### config.mk
export PLATFORM = sky130hd
export DESIGN_NAME = id_stage
export DESIGN_NICKNAME = d
export VERILOG_FILES = /design/src/rtl/id_stage.sv
export SDC_FILE = /design/constraint.sdc
export NUM_CORES = 1
export LEC_CHECK = 0
export ABC_AREA = 1
export CAP_MARGIN = 20
export CORE_UTILIZATION = 45
export CTS_BUF_LIST = sky130_fd_sc_hd__clkbuf_4
export DETAILED_ROUTE_END_ITERATION = 8
export MAX_ROUTING_LAYER = met4
export PLACE_DENSITY = 0.83
export SLEW_MARGIN = 25
export SYNTH_ARGS = -nofsm -noshare
export SYNTH_HDL_FRONTEND = slang
export SYNTH_SLANG_ARGS = --single-unit
### constraint.sdc
create_clock -name clk -period 2.1 [get_ports clk]
set_clock_uncertainty 0.15 [all_clocks]
set_input_delay 0.42 -clock clk [delete_from_list [all_inputs] [get_ports clk]]
set_output_delay 0.42 -clock clk [all_outputs]
set_load 0.05 [all_outputs]
### src/rtl/id_stage.sv
// id_stage: RV32I decode / operand-fetch stage feeding the ID/EX pipeline register.
// Combines register-file reads with a write-back bypass and stalls one cycle on load-use.
module id_stage #(
  parameter int XLEN      = 32,
  parameter int RA_W      = 5,
  parameter bit BYPASS_EN = 1'b1
) (
  input  logic            clk,
  input  logic            rst,
  input  logic            flush,

  input  logic            in_valid,
  output logic            in_ready,
  input  logic [31:0]     in_instr,
  input  logic [XLEN-1:0] in_pc,

  output logic [RA_W-1:0] rf_rs1,
  output logic [RA_W-1:0] rf_rs2,
  input  logic [XLEN-1:0] rf_d1,
  input  logic [XLEN-1:0] rf_d2,

  input  logic            wb_we,
  input  logic [RA_W-1:0] wb_rd,
  input  logic [XLEN-1:0] wb_data,

  output logic            ex_valid,
  input  logic            ex_ready,
  output logic [XLEN-1:0] ex_pc,
  output logic [XLEN-1:0] ex_op1,
  output logic [XLEN-1:0] ex_op2,
  output logic [XLEN-1:0] ex_imm,
  output logic [RA_W-1:0] ex_rd,
  output logic            ex_rd_we,
  output logic [6:0]      ex_opcode,
  output logic [2:0]      ex_funct3,
  output logic            ex_f7b5,
  output logic            ex_is_load,
  output logic            ex_illegal
);

  localparam logic [6:0] OP_LUI    = 7'b0110111;
  localparam logic [6:0] OP_AUIPC  = 7'b0010111;
  localparam logic [6:0] OP_JAL    = 7'b1101111;
  localparam logic [6:0] OP_JALR   = 7'b1100111;
  localparam logic [6:0] OP_BRANCH = 7'b1100011;
  localparam logic [6:0] OP_LOAD   = 7'b0000011;
  localparam logic [6:0] OP_STORE  = 7'b0100011;
  localparam logic [6:0] OP_IMM    = 7'b0010011;
  localparam logic [6:0] OP_REG    = 7'b0110011;
  localparam logic [6:0] OP_FENCE  = 7'b0001111;
  localparam logic [6:0] OP_SYSTEM = 7'b1110011;

  typedef enum logic [2:0] {
    IMM_NONE,
    IMM_I,
    IMM_S,
    IMM_B,
    IMM_U,
    IMM_J
  } imm_fmt_e;

  logic [6:0]      opcode;
  logic [2:0]      funct3;
  logic [RA_W-1:0] rs1;
  logic [RA_W-1:0] rs2;
  logic [RA_W-1:0] rd;

  imm_fmt_e        imm_fmt;
  logic            writes_rd;
  logic            use_rs1;
  logic            use_rs2;
  logic            illegal;
  logic            is_load;
  logic            rd_we;

  logic [XLEN-1:0] imm;
  logic [XLEN-1:0] op1;
  logic [XLEN-1:0] op2;

  logic            load_pending;
  logic            hazard;
  logic            adv;
  logic            take;

  assign opcode = in_instr[6:0];
  assign funct3 = in_instr[14:12];
  assign rs1    = in_instr[15 +: RA_W];
  assign rs2    = in_instr[20 +: RA_W];
  assign rd     = in_instr[7 +: RA_W];

  assign rf_rs1 = rs1;
  assign rf_rs2 = rs2;

  // FENCE and SYSTEM are legal base-ISA opcodes but write no register here.
  always_comb begin
    imm_fmt   = IMM_NONE;
    writes_rd = 1'b0;
    use_rs1   = 1'b0;
    use_rs2   = 1'b0;
    illegal   = 1'b0;
    case (opcode)
      OP_LUI, OP_AUIPC: begin
        imm_fmt   = IMM_U;
        writes_rd = 1'b1;
      end
      OP_JAL: begin
        imm_fmt   = IMM_J;
        writes_rd = 1'b1;
      end
      OP_JALR, OP_LOAD, OP_IMM: begin
        imm_fmt   = IMM_I;
        writes_rd = 1'b1;
        use_rs1   = 1'b1;
      end
      OP_BRANCH: begin
        imm_fmt = IMM_B;
        use_rs1 = 1'b1;
        use_rs2 = 1'b1;
      end
      OP_STORE: begin
        imm_fmt = IMM_S;
        use_rs1 = 1'b1;
        use_rs2 = 1'b1;
      end
      OP_REG: begin
        writes_rd = 1'b1;
        use_rs1   = 1'b1;
        use_rs2   = 1'b1;
      end
      OP_FENCE, OP_SYSTEM: begin
        imm_fmt = IMM_I;
      end
      default: begin
        illegal = 1'b1;
      end
    endcase
  end

  assign is_load = (opcode == OP_LOAD);
  assign rd_we   = writes_rd & (rd != '0);

  always_comb begin
    imm = '0;
    case (imm_fmt)
      IMM_I: imm = {{(XLEN-12){in_instr[31]}}, in_instr[31:20]};
      IMM_S: imm = {{(XLEN-12){in_instr[31]}}, in_instr[31:25], in_instr[11:7]};
      IMM_B: imm = {{(XLEN-13){in_instr[31]}}, in_instr[31], in_instr[7],
                    in_instr[30:25], in_instr[11:8], 1'b0};
      IMM_U: imm = {{(XLEN-32){in_instr[31]}}, in_instr[31:12], 12'h000};
      IMM_J: imm = {{(XLEN-21){in_instr[31]}}, in_instr[31], in_instr[19:12],
                    in_instr[20], in_instr[30:21], 1'b0};
      default: imm = '0;
    endcase
  end

  // The RF writes on the edge we capture on, so a same-cycle WB must be forwarded.
  always_comb begin
    op1 = rf_d1;
    if (rs1 == '0) begin
      op1 = '0;
    end else if (BYPASS_EN && wb_we && (wb_rd == rs1)) begin
      op1 = wb_data;
    end
  end

  always_comb begin
    op2 = rf_d2;
    if (rs2 == '0) begin
      op2 = '0;
    end else if (BYPASS_EN && wb_we && (wb_rd == rs2)) begin
      op2 = wb_data;
    end
  end

  assign load_pending = ex_valid & ex_is_load & (ex_rd != '0);
  assign hazard       = load_pending &
                        ((use_rs1 & (ex_rd == rs1)) | (use_rs2 & (ex_rd == rs2)));
  assign adv          = ~ex_valid | ex_ready;
  assign in_ready     = flush | (adv & ~hazard);
  assign take         = adv & in_valid & ~hazard;

  always_ff @(posedge clk) begin
    if (rst) begin
      ex_valid <= 1'b0;
    end else if (flush) begin
      ex_valid <= 1'b0;
    end else if (adv) begin
      ex_valid <= take;
    end
  end

  // Payload only moves on a real capture; bubbles and flushes leave it parked.
  always_ff @(posedge clk) begin
    if (rst) begin
      ex_pc      <= '0;
      ex_op1     <= '0;
      ex_op2     <= '0;
      ex_imm     <= '0;
      ex_rd      <= '0;
      ex_rd_we   <= 1'b0;
      ex_opcode  <= '0;
      ex_funct3  <= '0;
      ex_f7b5    <= 1'b0;
      ex_is_load <= 1'b0;
      ex_illegal <= 1'b0;
    end else if (!flush && take) begin
      ex_pc      <= in_pc;
      ex_op1     <= op1;
      ex_op2     <= op2;
      ex_imm     <= imm;
      ex_rd      <= rd;
      ex_rd_we   <= rd_we & ~illegal;
      ex_opcode  <= opcode;
      ex_funct3  <= funct3;
      ex_f7b5    <= in_instr[30];
      ex_is_load <= is_load;
      ex_illegal <= illegal;
    end
  end

endmodule
# Word level (Yosys, flattened, before mapping)
# Cells that the tools add are included.
[totals]
register_bits = 148
inputBits = 171
out_inout_bits = 159
elab_cells = 72
[op_classes]
eq_ne = 20
muxes = 10
bitwise_logic = 15
reduce_logical = 15
[ops]
columns = ["op", "count"]
rows = [
  ["32-bit one-hot mux with 5 select lines", 1],
  ["32-bit two-way mux", 4],
  ["7-bit == test, second input constant", 4],
  ["7-bit by 6-bit == test with 1-bit output, second input constant", 3],
  ["5-bit == test", 4],
  ["3-bit one-hot mux with 5 select lines", 1],
  ["7-bit by 5-bit == test with 1-bit output, second input constant", 2],
  ["11-bit OR reduction", 1],
  ["1-bit bitwise AND", 10],
  ["5-bit logical NOT", 2],
  ["5-bit nonzero test", 2],
  ["7-bit by 2-bit == test with 1-bit output, second input constant", 1],
  ["7-bit by 4-bit == test with 1-bit output, second input constant", 1],
  ["7-bit OR reduction", 1],
  ["3-bit by 2-bit == test with 1-bit output, second input constant", 2],
  ["3-bit == test, second input constant", 2],
  ["6-bit OR reduction", 1],
  ["5-bit OR reduction", 1],
  ["1-bit two-way mux", 4],
  ["2-bit OR reduction", 2],
  ["3-bit by 1-bit == test with 1-bit output, second input constant", 1],
  ["1-bit logical AND", 3],
  ["1-bit bitwise OR", 3],
  ["3-bit OR reduction", 1],
  ["2 further kinds", 3],
]

# Depth between registers and ports, before layout
# Gate-level depths: netlist (run 1).
[depth]
word_depth = 9
depth_mapped = 14

# Worst setup path after synthesis (run 1)
# No wires, ideal clock.
[synth_timing]
path_kind = "register to output"
from = "register ex_rd[2]"
to = "output port in_ready"
arrival_time_ns = 1.952
required_ns = 1.530
setup_slack_ns = -0.422
stages_incl_launch_ff = 13
path_buffers = 2
path_cell_list = "dfxtp_1 > inv_1 > nand2_1 > nand2_1 > nand3_1 > nor2_1 > nand2_1 > nand2_1 > nand2_1 > buf_2 > buf_2 > nand2_1 > nand2_1"
[synth_via]
elab_chain_len = 7
word_cells_on_any_way = 11
classes_between = "eq/ne (2); bitwise (8); reduce/logical (1)"
[synth_lines]
columns = ["element", "line_no", "text"]
rows = [
  ["start, declared", "32", "output logic [RA_W-1:0] ex_rd,"],
  ["start signal, assigned", "211", "ex_rd <= rd;"],
  ["5-bit == test", "177", "((use_rs1 & (ex_rd == rs1)) | (use_rs2 & (ex_rd == rs2)));"],
  ["1-bit bitwise AND", "177", ""],
  ["1-bit bitwise OR", "177", ""],
  ["1-bit bitwise AND *", "176", "assign hazard = load_pending &"],
  ["1-bit inverter *", "179", "assign in_ready = flush | (adv & ~hazard);"],
  ["1-bit bitwise AND *", "179", ""],
  ["1-bit bitwise OR *", "179", ""],
  ["end, declared", "13", "output logic in_ready,"],
]
# Every way passes the cells marked *; elsewhere a longest branch is shown, timed or not.

# Worst setup path after layout (run 1)
[layout_timing]
from = "input port in_instr[19]"
to = "register ex_imm[18]"
[layout_via]
elab_chain_len = 7
[layout_lines]
columns = ["element", "line_no", "text"]
rows = [
  ["start, declared", "14", "input logic [31:0] in_instr,"],
  ["5-bit == test", "177", ""],
  ["1-bit bitwise AND", "177", ""],
  ["1-bit bitwise OR", "177", ""],
  ["1-bit bitwise AND", "176", ""],
  ["1-bit inverter", "180", "assign take = adv & in_valid & ~hazard;"],
  ["1-bit bitwise AND", "180", ""],
  ["1-bit logical AND", "206", "end else if (!flush && take) begin"],
  ["end signal, assigned", "210", "ex_imm <= imm;"],
  ["end, declared", "31", "output logic [XLEN-1:0] ex_imm,"],
]
# Every way passes these cells.
# A chain may end at the register's enable or synchronous reset.

==> key figures, run 1 <==
Run status
  • Status: finished, violations left
  • Failing checks: setup timing

STA
  • Worst Tran Pin Value: 532 ps
  • Final Hold Viols: 0
  • Final-report max-slew violation count: 0
  • Headroom to the max-slew limit: 64.7%
  • Tmin final: 2450 ps
  • Tcrit/Tclk final: 116%
  • # setup viols final: 154
  • Max frequency: 409 MHz
  • Worst Setup Slack, final: -345 ps
  • RSZ-0062 raised after global routing: true

Cells and area
  • Fin util: 78.7%
  • Fin area: 0.0137 sq mm
  • Share of post-route cells with drive strength above 1: 24.9%
  • Fin cells: 1924
  • Nets@finish: 1855
  • Synth-to-layout area growth: 70.1%

Global route
  • Top Usage Layer GRT: met2
  • GRT overflow: 0
  • First-pass GRT wire length: 48.0 mm
  • Met1 usage: 37.3%
  • Gr usage total: 34.9%
  • Largest net degree at the start of global routing: 74
  • Number of antenna violations at the first check in global routing: 3
  • Vias in the first global route: 9527
  • Met2 GRT Util: 62.0%
  • GRT met3 Usage: 7.59%

Placed design
  • # port buffers: 329
  • DP Area: 0.0124 sq mm
  • Post-Place Setup Slack: -583 ps
  • Gpl congestion: 0.946
  • Post-DP HPWL: 23.9 mm
  • Dpl cells: 1855

Synthesis
  • Mapped Nets: 1449
  • Ys async rst share: 0%
  • Mapped cell area: 0.00803 sq mm
  • Top_reg_cell synth: dfxtp_1
  • Yosys warning total: 0
  • Seq cells post-synth: 148
  • Mapped Avg Cell Area: 6.28 sq um
  • Synthesized instance count: 1278
  • EDFF count, synth: 0
  • Post-synthesis sequential area ratio: 36.9%
  • Yosys cell types: 27

Setup path
  • Worst setup startpoint: in_instr[19]
  • Startpoint types: primary input
  • CP delay by family, top: buffers and inverters
  • RR Startpoint: ex_rd[4]
  • Worst reg2reg path depth: 18
  • Critical path cell sequence: clkdlybuf4s50_1 > buf_6 > nand2_1 > nand2_1 > nand3_1 > nor2_2 > nand2_1 > nand2_1 > nand2_2 > buf_4 > buf_6 > buf_6 > buf_6 > nand3_4 > buf_4 > clkbuf_16 > buf_8 > nand2_1 > a21oi_2
  • Crit path buf inv count: 9
  • Worst-path maximum fanout: 6
  • Register-to-register setup slack: -340 ps
  • Worst Path Arrival: 2810 ps
  • Critical Path RT: 2470 ps
  • Most common cell on crit path: nand2_1
  • Crit Path Category: in2reg
  • CP endpoint kind: flip-flop
  • Critical-path top delay cell: clkdlybuf4s50_1
  • Max incr delay on CP: 470 ps
  • Critical Path Sink: ex_imm[18]
  • Worst path depth: 19
  • Reg2reg end: ex_imm[18]

Route
  • Routed Antenna Nets: 0
  • Vias: 10500
  • DR vias/cell: 5.48
  • DRT iter0 DRCs: 808
  • Routed len/inst: 18.1 um
  • Post-route DRC: 0
  • First-pass iteration count of the detailed router: 7
  • DRT Wirelength: 34.9 mm

Clocking
  • Worst-skew pair later-pin latency: 580 ps
  • Inserted Clock Buffers: 17
  • Maximum root-to-sink buffer count: 2
  • Root Buffer Master: clkbuf_4
  • CTS tree: built
  • CTS sink cnt: 148
  • Post-CTS Hold Buffers: 0
  • H-tree lvl count: 4
  • Worst-path clk slew: 140 ps

Power and ir drop
  • Final Power: 7400 uW
  • Leak: 0.00658 uW
  • Power Dens Cells: 542 mW/mm^2
  • Max rail drop VDD: 363 uV

Floorplanning
  • Die Span Y: 136 um
  • I/O pins: 330
  • Initial core utilization: 46.3%
  • Cell Rows: 48
  • Total die area: 0.0184 sq mm
  • Chip Width: 136 um
  • Core area: 0.0174 sq mm

Flow run
  • Max Cap Violations: 0

Min path
  • HP Class: in2reg
  • Worst Hold Launch: in_instr[0]
sequential cells by signal (all words and copies together) (netlist names), 3 cells and up:
signal	flops
ex_imm	32
ex_op1	32
ex_op2	32
ex_funct3	3
ex_opcode	7
ex_pc	32
ex_rd	5
final cells by class:
| cell class | count | area (sq um) |
|---|---|---|
| clock buffers | 17 | 128 |
| diodes | 3 | 7.51 |
| repair buffers | 495 | 5090 |
| clock inverters | 14 | 153 |
| multi-input cells | 898 | 4550 |
| inverters | 124 | 473 |
| well taps | 225 | 282 |
| flip-flops and latches | 148 | 2980 |
| fillers | 1277 | 3690 |
cell usage after synthesis (4+ instances only):
cell	instances	area, sq um
and2_1	6	37.5
buf_2	17	85.1
dfxtp_1	148	2960
nor2_1	177	664
nand3_1	18	90.1
inv_1	122	458
nor3_1	4	20.0
buf_4	25	188
buf_1	4	15.0
nand2_1	351	1320
o21ai_0	28	140
clkbuf_1	60	225
nand4_1	142	888
a21oi_1	152	761
timing repair:
action	4_1_cts	5_1_grt
pin swaps	7	45
setup endpoints to repair	83	153
buffers inserted	7	10
gates resized for setup	117	177
gates cloned	0	18
placed cells by master, fill, tap and decap left out, types with 4 or more instances in the layout:
| master | netlist | routed |
|---|---|---|
| a21oi_1 | 152 | 114 |
| a21oi_2 | 0 | 38 |
| and2_1 | 6 | 6 |
| buf_12 | 0 | 41 |
| buf_4 | 25 | 169 |
| buf_6 | 2 | 13 |
| buf_8 | 0 | 6 |
| clkbuf_16 | 0 | 14 |
| clkbuf_4 | 0 | 17 |
| clkdlybuf4s15_1 | 0 | 16 |
| clkdlybuf4s50_1 | 0 | 154 |
| dfxtp_1 | 148 | 143 |
| dfxtp_4 | 0 | 5 |
| dlygate4sd2_1 | 0 | 77 |
| inv_1 | 122 | 113 |
| inv_2 | 2 | 8 |
| inv_6 | 0 | 4 |
| nand2_1 | 351 | 299 |
| nand2_2 | 1 | 43 |
| nand2_4 | 0 | 10 |
| nand3_1 | 18 | 17 |
| nand4_1 | 142 | 142 |
| nor2_1 | 177 | 152 |
| nor2_2 | 1 | 19 |
| nor2_4 | 1 | 8 |
| o21ai_0 | 28 | 19 |
| o21ai_1 | 3 | 6 |
| o21ai_2 | 0 | 6 |
kinds of logic after synthesis:
family | Yosys count | synth area share, %
AOI/OAI and AO/OA | 190 | 12.0
xor gates and xnor gates | 6 | 0.654
buffers and inverters | 232 | 12.5
DFF | 148 | 36.9
and+or+nand+nor | 702 | 38.0
per-layer routing:
metal | part of all wire [%] | wire, um
met2 | 51 | 17700
met1 | 36 | 12600
met4 | 4.0 | 1390
met3 | 9.2 | 3210
met5 | 0 | 0
per-stage QoR:
step | hold slack [ps] | TNS [ps]
2_1_floorplan | 349 | 0
3_3_place_gp | 295 | -74320
3_5_place_dp | 300 | -76330
4_1_cts | 91.6 | -321
5_1_grt | 92.3 | -47360
6_report | 110 | -33690
how the worst min path moves through the flow:
stage	slack, ps	depth (start not counted)	endpoint
after CTS	90	3	ex_opcode[0]
after global routing	90	3	ex_opcode[0]
after global placement	300	2	ex_pc[16]
final	110	3	ex_opcode[0]
after floorplan	350	1	ex_valid
after detailed placement	300	2	ex_pc[30]
worst min-delay path, stage by stage:
cell	delay, ps
dlygate4sd2_1	250
nand4_1	80
a21oi_1	60
power breakdown:
group	switching [uW]	internal [uW]
combinational	1470	1010
clock	1170	712
sequential	90.8	2950
Power figures use the tool's default switching activity.
==> run 2, diff against run 1 <==
==> constraint.sdc (replaced) <==
create_clock -name clk -period 2.1 [get_ports clk]
set_clock_uncertainty 0.15 [all_clocks]
set_input_delay 0.315 -clock clk [delete_from_list [all_inputs] [get_ports clk]]
set_output_delay 0.315 -clock clk [all_outputs]
set_load 0.05 [all_outputs]
==> run 2 against run 1 <==
  * The run still ends with setup timing left
  * Count of clock-buffer cells in the layout increased by 1
  * Sequential power about the same
  * Non-clock buffer count down 40
  * Worst hold slack got worse by 19 ps
  * Critical endpoint is now in_ready
  * Largest cell class unchanged
==> key figures, run 2 (synthesis results as in run 1) <==
Placed design
  • # port buffers: 329 (unchanged)
  • Gpl congestion: 0.958 (+1.2%)
  • Post-DP HPWL: 23.4 mm (-1.8%)
  • Dpl cells: 1836 (-1.0%)

Power and ir drop
  • Leak: 0.00636 uW (-3.3%)
  • Max rail drop VDD: 522 uV (+44%)
  • Power Dens Cells: 572 mW/mm^2 (+5.5%)
  • Final Power: 7330 uW (-1.1%)

STA
  • Final-report max-slew violation count: 0 (unchanged)
  • Tcrit/Tclk final: 112% (-4.8 points)
  • Max frequency: 427 MHz (+4.3%)
  • Setup_tns: -7350 ps (+26340 ps)
  • Headroom to the max-slew limit: 62.7% (-2.0 points)
  • # setup viols final: 141 (-8.4%)
  • Tmin final: 2340 ps (-101 ps)
  • Worst Setup Slack, final: -244 ps (+101 ps)
  • Worst Tran Pin Value: 562 ps (+30.5 ps)
  • Final Hold Viols: 0 (unchanged)
  • RSZ-0062 raised after global routing: true

Cells and area
  • Multi-input logic area: 0.00417 sq mm (-8.3%)
  • Nets@finish: 1815 (-2.2%)
  • Commonest non-fill, non-tap cell in the layout: nand2_1
  • Layout fillers: 1438 (+13%)
  • Synth-to-layout area growth: 59.6%
  • Register area: 0.00298 sq mm (about the same)
  • Fin cells: 1883 (-2.1%)
  • Share of post-route cells with drive strength above 1: 14.4% (-11 points)
  • Fin util: 73.8% (-4.9 points)
  • Most frequent cells in the layout: nand2_1 (345), clkdlybuf4s50_1 (169), nor2_1 (167)

Floorplanning
  • Die Span Y: 136 um (unchanged)
  • Cell Rows: 48 (unchanged)
  • Total die area: 0.0184 sq mm (unchanged)
  • Initial core utilization: 46.3% (unchanged)
  • Chip Width: 136 um (unchanged)
  • I/O pins: 330 (unchanged)
  • Core area: 0.0174 sq mm (unchanged)

Global route
  • Met2 GRT Util: 60.5% (-1.5 points)
  • Vias in the first global route: 9514 (-0.14%)
  • Gr usage total: 35.2% (+0.34 points)
  • GRT overflow: 0 (unchanged)
  • Largest net degree at the start of global routing: 76 (+2.7%)
  • Met1 usage: 37.6% (+0.34 points)
  • Number of antenna violations at the first check in global routing: 1 (-2)
  • GRT met3 Usage: 9.61% (+2.0 points)
  • Top Usage Layer GRT: met2
  • First-pass GRT wire length: 48.5 mm (+0.93%)

Flow run
  • Max Cap Violations: 0 (unchanged)

Route
  • Routed Antenna Nets: 0 (unchanged)
  • Routed len/inst: 17.4 um (-4.1%)
  • DRT iter0 DRCs: 811 (+0.37%)
  • First-pass iteration count of the detailed router: 8 (+1)
  • Post-route DRC: 0 (unchanged)
  • Vias: 10300 (-2.5%)
  • DRT Wirelength: 32.8 mm (-6.1%)
  • DR vias/cell: 5.45 (-0.42%)

Setup path
  • Worst Path Arrival: 1880 ps (-930 ps)
  • Worst-path maximum fanout: 4 (-2)
  • Max incr delay on CP: 400 ps (-70 ps)
  • Critical path cell sequence: inv_2 > nand2_1 > nand2_1 > nand3_2 > nor2_2 > nand2_1 > nand2_2 > nand2_2 > nand2_2 > nand2_2 > buf_12
  • Critical-path top delay cell: dfxtp_4
  • Startpoint types: flip-flop
  • Crit Path Category: reg2out
  • Most common cell on crit path: nand2_2
  • CP endpoint kind: primary output
  • Critical Path RT: 1630 ps (-840 ps)

Clocking
  • Worst-path clk slew: 140 ps (about the same)
  • Inserted Clock Buffers: 17 (unchanged)
  • Root Buffer Master: clkbuf_4
  • Maximum root-to-sink buffer count: 2 (unchanged)
  • CTS sink cnt: 148 (unchanged)
  • CTS tree: built
  • Worst-skew pair later-pin latency: 570 ps (about the same)
  • Post-CTS Hold Buffers: 0 (unchanged)
  • H-tree lvl count: 4 (unchanged)

Run status
  • Status: finished, violations left
  • Failing checks: setup timing

Min path
  • HP Class: in2reg
-- run 2: per-stage QoR --
step | worst slack (ps) | hold WS (ps) | instance area (sq um)
finish | -244 | 91.3 | 12800
global placement | -488 | 297 | 12300
detailed placement | -498 | 304 | 12300
CTS | -258 | 53.7 | 12500
global route | -334 | 72.4 | 12800
floorplan | 23.3 | 244 | 8040
-- run 2: cell type report --
class / count / area share, %
multi-input combinational: 898 / 32.5
tap: 225 / 2.20
timing repair buffer: 455 / 35.9
inverter: 124 / 3.65
clock buffer: 18 / 1.05
sequential: 148 / 23.2
antenna: 1 / 0.0195
clock inverter: 14 / 1.38
-- run 2: path summary, 6_finish.rpt --
check / startpoint / end / slack [ps] / cells after the start
hold reg to reg: ex_pc[16] / ex_pc[16] / 310 / 2
setup reg to reg: ex_rd[4] / ex_pc[3] / -100 / 15
hold / removal: rst / ex_imm[2] / 90 / 3
setup / recovery: ex_rd[4] / in_ready / -240 / 11
-- run 2: routing by layer --
layer / share of wire, % / wire, um / vias to the layer above
li1: - / - / 4895
met1: 36 / 11800 / 4645
met2: 49 / 16100 / 617
met3: 10 / 3380 / 110
met4: 4.4 / 1430 / 0
met5: 0 / 0 / -
-- run 2: report_power, final --
group          total (uW)  switching, uW  internal (uW)  leakage, uW
combinational        2310           1390            923      0.00498
clock                1980           1130            851     0.000163
sequential           3040           83.3           2950      0.00122
-- run 2: repair_timing --
item | CTS | global route
endpoints found under the setup margin | 125 | 148
setup buffers | 4 | 7
resized for setup | 137 | 37
pin swaps | 9 | 10
gates cloned | 0 | 6
-- run 2: critical path, delay by kind of cell, from the launching register on --
kind / cells / cell delay [ps]
flops: 1 / 400
simple gates: 9 / 690
buf+inv: 2 / 220
==> run 3, diff against run 2 <==
--- a/config.mk
+++ b/config.mk
@@ -7,11 +7,12 @@
 export LEC_CHECK = 0
 export ABC_AREA = 1
 export CAP_MARGIN = 20
-export CORE_UTILIZATION = 45
+export CORE_UTILIZATION = 40
 export CTS_BUF_LIST = sky130_fd_sc_hd__clkbuf_4
 export DETAILED_ROUTE_END_ITERATION = 8
 export MAX_ROUTING_LAYER = met4
-export PLACE_DENSITY = 0.83
+export PLACE_DENSITY = 0.75
+export SKIP_LAST_GASP = 1
 export SLEW_MARGIN = 25
 export SYNTH_ARGS = -nofsm -noshare
 export SYNTH_HDL_FRONTEND = slang
==> run 3 against run 2 <==
  * Die area is 12% higher
  * Non-clock buffer count is 8 lower
  * Via count down 3.7%
  * First-iteration DRC count is 16% lower
  * Sequential share of layout area grew 0.36 points
  * The flow still finishes with violations (setup timing)
  * Routed wire length fell by 3.9%
  * Global-route usage down 4.6 points
  * Count of clock-buffer cells in the layout decreased by 1
  * Total power decreased by 0.93%
==> key figures, run 3 (synthesis results as in run 1) <==
Run status
  • Status: finished, violations left
  • Failing checks: setup timing

Global route
  • Vias in the first global route: 9134 (-4.0%)
  • Largest net degree at the start of global routing: 74 (-2.6%)
  • First-pass GRT wire length: 47.0 mm (-3.0%)
  • Gr usage total: 30.6% (-4.6 points)
  • Number of antenna violations at the first check in global routing: 1 (unchanged)
  • GRT overflow: 0 (unchanged)

Power and ir drop
  • Leak: 0.00627 uW (-1.5%)
  • Final Power: 7260 uW (-0.93%)
  • Max rail drop VDD: 423 uV (-19%)
  • Power Dens Cells: 575 mW/mm^2 (+0.53%)

Floorplanning
  • Die Span Y: 144 um (+6.0%)
  • Initial core utilization: 41.0% (-5.3 points)
  • I/O pins: 330 (unchanged)
  • Total die area: 0.0206 sq mm (+12%)
  • Cell Rows: 51 (+6.3%)
  • Chip Width: 144 um (+6.0%)
  • Core area: 0.0196 sq mm (+13%)

Cells and area
  • Synth-to-layout area growth: 57.2%
  • Nets@finish: 1807 (-0.44%)
  • Multi-input logic area: 0.00413 sq mm (-1.0%)
  • Commonest non-fill, non-tap cell in the layout: nand2_1
  • Most frequent cells in the layout: nand2_1 (347), nor2_1 (169), clkdlybuf4s50_1 (166)
  • Register area: 0.00298 sq mm (about the same)
  • Layout fillers: 1796 (+25%)
  • Share of post-route cells with drive strength above 1: 13.2% (-1.2 points)

Setup path
  • Worst setup startpoint: in_instr[19]
  • Reg2reg end: ex_op2[14]
  • CP endpoint kind: primary output
  • RR Startpoint: ex_rd[3]
  • Worst-path maximum fanout: 4 (unchanged)
  • Worst Path Arrival: 1820 ps (-60 ps)
  • Register-to-register setup slack: 50 ps (+150 ps)
  • Max incr delay on CP: 560 ps (+160 ps)
  • Critical Path RT: 1630 ps (about the same)
  • Most common cell on crit path: nand2_1
  • Critical path cell sequence: clkdlybuf4s50_1 > inv_1 > nand2_1 > nand2_1 > nand3_1 > nor2_1 > nand2_1 > nand2_1 > nand2_2 > nand2_2 > nand2_2 > buf_12
  • Worst reg2reg path depth: 12 (-3)
  • Startpoint types: primary input
  • Crit Path Category: in2out
  • Critical-path top delay cell: clkdlybuf4s50_1

STA
  • Final-report max-slew violation count: 0 (unchanged)
  • Tmin final: 2290 ps (-58.0 ps)
  • Worst Tran Pin Value: 769 ps (+207 ps)
  • Fin Hold WS: 120 ps (+29.1 ps)
  • Max frequency: 437 MHz (+2.5%)
  • Headroom to the max-slew limit: 48.7% (-14 points)
  • Final Hold Viols: 0 (unchanged)
  • # setup viols final: 1 (-99%)
  • Worst Setup Slack, final: -186 ps (+58.0 ps)
  • RSZ-0062 raised after global routing: true
  • Tcrit/Tclk final: 109% (-2.8 points)

Clocking
  • CTS sink cnt: 148 (unchanged)
  • H-tree lvl count: 4 (unchanged)
  • Inserted Clock Buffers: 17 (unchanged)
  • Maximum root-to-sink buffer count: 2 (unchanged)
  • Worst-path clk slew: 150 ps (about the same)
  • Worst-skew pair later-pin latency: 560 ps (about the same)
  • CTS tree: built
  • Root Buffer Master: clkbuf_4

Min path
  • Worst Hold Launch: rst
  • Hold endpoint: ex_op1[21]
  • Hold depth: 5 (+2)
  • HP Class: in2reg

Route
  • First-pass iteration count of the detailed router: 5 (-3)
  • Vias: 9884 (-3.7%)
  • DR vias/cell: 5.16 (-5.4%)
  • DRT iter0 DRCs: 678 (-16%)
  • Routed Antenna Nets: 0 (unchanged)
  • Post-route DRC: 0 (unchanged)
  • Routed len/inst: 16.4 um (-5.6%)
  • DRT Wirelength: 31.5 mm (-3.9%)

Placed design
  • # port buffers: 329 (unchanged)
  • Gpl congestion: 0.949 (-0.93%)
  • Post-DP HPWL: 23.4 mm (about the same)

Flow run
  • Max Cap Violations: 0 (unchanged)
-- run 3: cell types whose count changed in the layout (fill, tap and decap cells not counted), moves of 4 or more --
cell / delta
a21oi_1: +4
a21oi_2: -4
buf_12: -6
buf_4: +6
buf_6: -6
clkbuf_16: -4
inv_6: +4
o21ai_0: +8
o21ai_1: -8
-- run 3: cell type report --
class / instances / area share [%]
repair buffers: 447 / 34.9
multi-input cells: 898 / 32.7
flip-flops and latches: 148 / 23.6
inverters: 124 / 3.71
well taps: 265 / 2.63
clock inverters: 15 / 1.43
clock buffers: 17 / 1.01
diodes: 2 / 0.0396
-- run 3: worst max-delay path by stage --
stage	cells past startpoint	endpoint	slack, ps
floorplan	12	in_ready	20
global placement	13	ex_pc[18]	-340
detailed placement	14	ex_op2[21]	-400
CTS	11	in_ready	-220
global route	11	in_ready	-320
finish	12	in_ready	-190
-- run 3: metal layers --
metal / share of wire [%] / vias up / track usage [%]
met5: 0 / - / -
met3: 9.6 / 67 / 8.80
met1: 38 / 4429 / 33.5
met2: 49 / 521 / 52.6
li1: - / 4867 / -
met4: 3.0 / 0 / 11.2
-- run 3: what timing repair did --
item / CTS / global route
setup endpoints to repair: 124 / 11
hold buffers: 0 / 2
cloned: 0 / 2
endpoints found under the hold margin: 0 / 2
buffers inserted: 2 / 1
pin swaps: 3 / 4
resized for setup: 127 / 17
-- run 3: per-stage QoR --
step	util (%)	setup WS (ps)	area, sq um	TNS [ps]	std cells
floorplan	-	23.3	8040	0	1278
detailed placement	62.9	-397	12300	-49940	1875
finish	64.5	-186	12600	-186	1916
CTS	63.8	-216	12500	-216	1909
global route	64.5	-316	12600	-2050	1916
global placement	62.9	-336	12300	-44450	1875
-- run 3: critical path, delay by kind of cell --
kind	cells	cell delay, ps
simple gates	9	640
buf+inv	3	850
-- run 3: power by group --
part | internal [uW] | total [uW] | switching (uW)
logic | 869 | 2220 | 1350
clock network | 761 | 2010 | 1240
registers | 2950 | 3030 | 79.1
